**src/rtl/icache_fetch_responder.sv**
```systemverilog
// Direct-mapped read-only instruction cache: combinational hit path, one-block refill FSM.
// Optional hit/miss statistics counters enabled by defining ICACHE_STATS_EN.
module icache_fetch_responder #(
  parameter int unsigned LINE_COUNT = 16
) (
  input  logic          clk,
  input  logic          reset,
  input  logic          is_input_valid,
  input  logic [31:0]   addr,
  output logic [31:0]   dout,
  output logic          is_output_valid,
  output logic          is_cache_stall,
  output logic          mem_req,
  output logic [31:0]   mem_addr,
  input  logic          mem_ready,
  input  logic          mem_rvalid,
  input  logic [127:0]  mem_rdata,
  output logic [31:0]   hit_count,
  output logic [31:0]   miss_count
);

  localparam int unsigned IDX_W = $clog2(LINE_COUNT);
  localparam int unsigned TAG_W = 28 - IDX_W;

  localparam logic [1:0] ST_READY     = 2'd0;
  localparam logic [1:0] ST_MISS_REQ  = 2'd1;
  localparam logic [1:0] ST_MISS_WAIT = 2'd2;

  logic [1:0]       state;
  logic [1:0]       state_next;
  logic [LINE_COUNT-1:0] valid;
  logic [TAG_W-1:0] tags [LINE_COUNT];
  logic [127:0]     data [LINE_COUNT];
  logic [27:0]      miss_blk;
  logic             miss_start;
  logic             fill;

  logic [1:0]       offset;
  logic [IDX_W-1:0] index;
  logic [TAG_W-1:0] tag;
  logic [IDX_W-1:0] fill_idx;
  logic [127:0]     line;
  logic [31:0]      word_sel;
  logic             unused_addr_bits;

  assign offset           = addr[3:2];
  assign index            = addr[4 +: IDX_W];
  assign tag              = addr[31 -: TAG_W];
  assign fill_idx         = miss_blk[IDX_W-1:0];
  assign line             = data[index];
  assign mem_addr         = {miss_blk, 4'b0000};
  assign unused_addr_bits = ^addr[1:0];

  always_comb begin
    word_sel = line[31:0];
    case (offset)
      2'd1:    word_sel = line[63:32];
      2'd2:    word_sel = line[95:64];
      2'd3:    word_sel = line[127:96];
      default: word_sel = line[31:0];
    endcase
  end

  // State register and refill bookkeeping.
  always_ff @(posedge clk) begin
    if (reset) begin
      state    <= ST_READY;
      valid    <= '0;
      miss_blk <= '0;
      mem_req  <= 1'b0;
    end else begin
      state   <= state_next;
      mem_req <= (state_next == ST_MISS_REQ);
      if (miss_start) miss_blk <= addr[31:4];
      if (fill) valid[fill_idx] <= 1'b1;
    end
  end

  // Tag/data arrays need no reset; the valid bits guard them.
  always_ff @(posedge clk) begin
    if (!reset && fill) begin
      data[fill_idx] <= mem_rdata;
      tags[fill_idx] <= miss_blk[27 -: TAG_W];
    end
  end

  // Next state plus the zero-latency lookup outputs.
  always_comb begin
    state_next      = state;
    dout            = 32'd0;
    is_output_valid = 1'b0;
    is_cache_stall  = 1'b0;
    miss_start      = 1'b0;
    fill            = 1'b0;
    case (state)
      ST_READY: begin
        if (is_input_valid) begin
          if (valid[index] && (tags[index] == tag)) begin
            is_output_valid = 1'b1;
            dout            = word_sel;
          end else begin
            is_cache_stall = 1'b1;
            miss_start     = 1'b1;
            state_next     = ST_MISS_REQ;
          end
        end
      end
      ST_MISS_REQ: begin
        is_cache_stall = 1'b1;
        if (mem_ready) state_next = ST_MISS_WAIT;
      end
      ST_MISS_WAIT: begin
        is_cache_stall = 1'b1;
        if (mem_rvalid) begin
          fill       = 1'b1;
          state_next = ST_READY;
        end
      end
      default: state_next = ST_READY;
    endcase
  end

`ifdef ICACHE_STATS_EN
  // Saturating statistics counters.
  always_ff @(posedge clk) begin
    if (reset) begin
      hit_count  <= 32'd0;
      miss_count <= 32'd0;
    end else begin
      if (is_output_valid && (hit_count != 32'hFFFF_FFFF))
        hit_count <= hit_count + 32'd1;
      if (miss_start && (miss_count != 32'hFFFF_FFFF))
        miss_count <= miss_count + 32'd1;
    end
  end
`else
  assign hit_count  = 32'd0;
  assign miss_count = 32'd0;
`endif

endmodule

```
**config.mk**
```make
export PLATFORM = sky130hd
export DESIGN_NAME = icache_fetch_responder
export DESIGN_NICKNAME = d
export VERILOG_FILES = /design/src/rtl/icache_fetch_responder.sv
export SDC_FILE = /design/constraint.sdc
export NUM_CORES = 2
export LEC_CHECK = 0
export CORE_ASPECT_RATIO = 1.2
export CORE_MARGIN = 5
export CORE_UTILIZATION = 55
export CTS_CLUSTER_SIZE = 14
export DETAILED_ROUTE_END_ITERATION = 8
export GPL_TIMING_DRIVEN = 0
export PLACE_DENSITY = 0.75
export SYNTH_ARGS = -nofsm -noshare
export SYNTH_HDL_FRONTEND = slang
export SYNTH_SLANG_ARGS = --single-unit
```
**constraint.sdc**
```tcl
create_clock -name clk -period 16 [get_ports clk]
set_input_delay 4.8 -clock clk [delete_from_list [all_inputs] [get_ports clk]]
set_output_delay 4.8 -clock clk [all_outputs]
set_load 0.01 [all_outputs]
```
## Word-level counts from Yosys, hierarchy flattened

Memories as Yosys holds them, arrays and structs flattened.
Cells that the tools add are included.

- Flip-flop bits (word level): 47
- Bits in latches: 0
- Memory bits (writable): 2432
- Bits in read-only memories: 0
- Input bits: 165
- Output and inout port bits: 131
- Logic and storage cells: 47
- Memories kept: 2

Memories:

| name | words | width | rd ports | clocked after Yosys merged registers in | wr ports | line | RTL |
|---|---|---|---|---|---|---|---|
| data | 16 | 128 | 1 | 0 | 1 | 33 | `logic [127:0] data [LINE_COUNT];` |
| tags | 16 | 24 | 1 | 0 | 1 | 32 | `logic [TAG_W-1:0] tags [LINE_COUNT];` |

- Add/sub/neg operators: 0
- Multipliers: 0
- Div/mod/pow operators: 0
- Order comparisons: 3
- Equality and inequality tests: 7
- Shifts and indexed selects: 0
- Multiplexer cells: 24
- Bitwise operators: 1
- Reductions and logical operators: 6

Operators with widths:

| cell | count |
|---|---|
| $mux 32 | 3 |
| $pmux 32 s3 | 1 |
| $eq 24x24->1 | 1 |
| $or 16x16->16 | 1 |
| $mux 1 | 12 |
| $lt 4x5->1 const B | 2 |
| $mux 2 | 4 |
| $eq 2x1->1 const B | 3 |
| $eq 2x2->1 const B | 3 |
| $pmux 2 s3 | 1 |
| $bmux 1 s4 | 1 |
| $demux 1 s4 | 1 |
| $ge 4x1->1 const B | 1 |
| $logic_and 1x1->1 | 3 |
| $logic_not 2->1 | 1 |
| $pmux 1 s2 | 1 |
| $reduce_or 2->1 | 1 |
| $logic_not 1->1 | 1 |

## Longest topological paths before layout

- Word-level depth: 7
- Gate-level depth with buffers: 15
- Depth with buffers taken out: 8

## Worst setup path after synthesis

No wires, ideal clock.

- Path kind: in2reg
- Start: input reset
- End: memory data[0][0] (enable)
- Library setup time: 852 ps
- Data arrival time: 15707 ps
- Required time: 15148 ps
- Slack: -559 ps
- Cell stages on the path: 4
- Buffers on the path: 0
- Cells stage by stage: inv_2 nand3_1 or3_1 nor3_1

- Cells in the longest elaborated chain, start to end: 4

RTL lines:

| item | line | RTL |
|---|---|---|
| from (decl) | 7 | `input logic reset,` |
| $logic_not 1->1 | 81 | `if (!reset && fill) begin` |
| $logic_and 1x1->1 | 81 |  |
| $mux 1 | 81 |  |
| $mux 1 (not written as such) | 82 | `data[fill_idx] <= mem_rdata;` |
| to (decl) | 33 |  |

No other way between the ends.

## Final worst setup path

- Start: input addr[6]
- End: output dout[6]

- Cells in the longest elaborated chain, start to end: 6
- Elaborated cells on any way between the ends: 10
- Those cells by class: eq/ne (1); mux (6); reduce/logical (1); memory (2)

RTL lines:

| item | line | RTL |
|---|---|---|
| from (decl) | 9 | `input logic [31:0] addr,` |
| $mem_v2 16x24 or $bmux 1 s4 (tied branches) | -- |  |
| $eq 24x24->1 or $mux 1 (tied branches) | 98 | `if (valid[index] && (tags[index] == tag)) begin` |
| $logic_and 1x1->1 | 98 |  |
| $mux 32 * | 98 |  |
| $mux 32 * | 97 | `if (is_input_valid) begin` |
| $mux 32 * | 95 | `case (state)` |
| to (decl) | 10 | `output logic [31:0] dout,` |

Mark *: on every way between the ends. The rest lies on a longest branch, timed or not. The select of a mux whose other input is x is not followed.

==> impl_results.md <==
- CTS Hold Buffers Added: 0
- TNS Setup: 0 ns
- Setup CP Type: primary input to output port
- Worst-path maximum fanout: 10
- CTS Buf Count: 223
- Die height: 468 um
- CTS tree: built
- Max cap viols: 0
- Htree depth: 4
- CP endpoint: dout[6]
- Ys flop type: edfxtp_1
- 1st-pass router iterations: 9
- Share of post-route cells with drive strength above 1: 0.283
- Post-route ant nets: 0
- Reg2reg start: miss_blk[1]
- Most frequent cells in the layout: 2432 x edfxtp_1, 735 x mux4_2, 226 x clkbuf_16
- Critical Path Start Type: primary input
- Clock Skew: 0.0901 ns
- Worst path required time: 11.20 ns
- Resize count post-CTS: 0
- Largest net degree at the start of global routing: 26
- Port Buffers: 220
- Hpwl dp: 161 mm
- Tcrit/Tclk final: 0.987
- Clk_lat worst skew: 0.88 ns
- TritonCTS Sinks: 2479
- LEAKAGE: 35.2 nW
- Vias post-DR: 48500
- Hold Vio Cnt, Final: 0
- Violated checks: DRC
- Clk root buf: clkbuf_16
- Initial antenna violation count: 56
- Final non-filler cell area: 0.112 mm2
- CP startpoint: addr[6]
- Sequential cell area: 0.0740 mm2
- Ports: 296
- Synthesis-to-layout area growth: 16.6%
- M2 GR Usage: 0.444
- Fmax: 63.3 MHz
- Peak VDD IR: 0.0000977 V
- Status: finished, violations left
- FP Rows: 168
- Syn Area/Cell: 23.5 um2
- GRT busiest layer: met2
- GPL Wtd Cong: 0.916
- Final setup viols: 0
- Clk buf depth: 3
- Worst Max-Slew Pin Slew: 1.45 ns
- Wire per inst: 34.9 um
- Crit path DAT: 11.00 ns
- Final WL: 255 mm
- Total core area: 0.174 mm2
- Grt ovf: 0
- Slew Viols, Final: 0
- Multi-input logic area: 0.0208 mm2
- EDFF count, synth: 2432
- Drt first-iter violations: 6708
- First-pass GRT wire length: 360 mm
- Synth Register Bits: 2479
- Commonest non-fill, non-tap cell in the layout: edfxtp_1
- Ys async rst share: 0
- Worst R2R End: data[6][8]
- Met3 usage: 0.0821
- Drt drc: 2
- Sequential element share of the synthesized area: 0.770
- Minimum clock period: 15.80 ns
- Hold depth: 1
- Syn Std Cell Area: 0.0960 mm2
- R2R cell count: 7
- Vias in the first global route: 48700
- Syn Inst Count: 4086
- Postcts setup bufs: 0
- RSZ-0062 raised after global routing: no
- Met1 usage: 0.370
- Die area: 0.183 mm2
- Final #Nets: 4914
- GRT Total Usage: 0.280
- Die Width: 391 um
- P per Cell Area: 117 mW/mm2
- Count of different cell masters after synthesis: 60
- Hold WC Path Type: register to register
- Crit end category: output port
- R2R Setup Slk: 12.49 ns
- Post-Route Hold Slack: 0.458 ns
- Synth Warn #: 0
- Via-per-instance ratio: 6.64
- Slew margin rel.: 0.0309
- Clk slew on worst S/H paths: 0.06 ns
- Placed cell area: 0.105 mm2
- Starting Density: 0.551
- Layout filler cell count: 10900
==> worst min path at each step <==
stage,to,start,slack (ns)
finish,valid[6],valid[6],0.46
global route,valid[12],valid[12],0.47
CTS,valid[6],valid[6],0.46
detailed placement,valid[13],valid[13],0.44
global placement,valid[15],valid[15],0.43
floorplan,valid[10],valid[10],0.42
==> critical path, stage by stage <==
cell and delay (ns):
clkdlybuf4s50_1 0.64, buf_4 0.29, buf_2 0.39, buf_2 0.38
buf_2 0.43, clkbuf_2 0.66, clkbuf_1 0.69, mux4_2 0.43
nor2b_1 0.39, a211oi_1 0.13, a311oi_1 1.01, clkdlybuf4s50_1 0.73
==> cell type report <==
class	count	share of cell area
repair buffers	367	0.0489
multi-input cells	1358	0.186
flip-flops and latches	2479	0.661
clock buffers	283	0.0524
inverters	12	0.000402
well taps	2295	0.0256
clock inverters	129	0.00982
plain buffers	304	0.0147
diodes	77	0.00172
==> synthesized netlist by cell type, drive strengths merged (11+ instances only) <==
library cell	count	area share
o311ai	30	0.0027
o21ai	35	0.0018
a211oi	33	0.0026
mux2i	53	0.0055
a311oi	35	0.0038
nor2	26	0.0010
a32oi	28	0.0026
inv	11	0.00043
nor2b	37	0.0024
edfxtp	2432	0.76
mux4	735	0.17
xnor2	13	0.0012
clkbuf	98	0.0038
nand2	108	0.0042
a21o	17	0.0013
dfxtp	47	0.0098
xor2	17	0.0016
nor3b	24	0.0019
buf	206	0.013
nor3	23	0.0013
==> power by group <==
group	total, mW	switching (mW)	internal [mW]
Combinational	0.725	0.420	0.305
Sequential	7.22	0.0533	7.17
Clock	5.17	2.34	2.82
==> sequential cells by signal (all words and copies together), names as in the netlist <==
signal,count
tags,384
mem_req,1
valid,16
data,2048
miss_blk,28
state,2
==> per-layer routing <==
metal / vias up / part of all wire
li1: 18900 / -
met1: 25500 / 0.34
met2: 3493 / 0.48
met3: 609 / 0.13
met4: 28 / 0.045
met5: - / 0.00067
==> cell families (layout without fill, tap and decap cells) <==
logic type / Yosys count / after routing / synth area share
xor gates and xnor gates: 30 / 30 / 0.00274
AOI/OAI and AO/OA: 204 / 204 / 0.0168
other: 1 / 145 / 0.0000390
and+or+nand+nor: 256 / 256 / 0.0134
buffers and inverters: 316 / 1095 / 0.0175
DFF: 2479 / 2479 / 0.770
adders and majority gates: 4 / 4 / 0.000521
muxes: 796 / 796 / 0.179
==> per-stage QoR <==
step / worst slack (ns) / power, mW / std cells / util
global placement: -5.37 / 8.05 / 6668 / 0.582
detailed placement: 0.213 / 8.07 / 6815 / 0.601
global route: 0.0820 / 13.5 / 7272 / 0.642
floorplan: 3.48 / 7.73 / 4153 / -
finish: 0.201 / 13.1 / 7304 / 0.642
CTS: 0.193 / 13.2 / 7227 / 0.641
No activity file was read; power rests on OpenSTA's default activity.
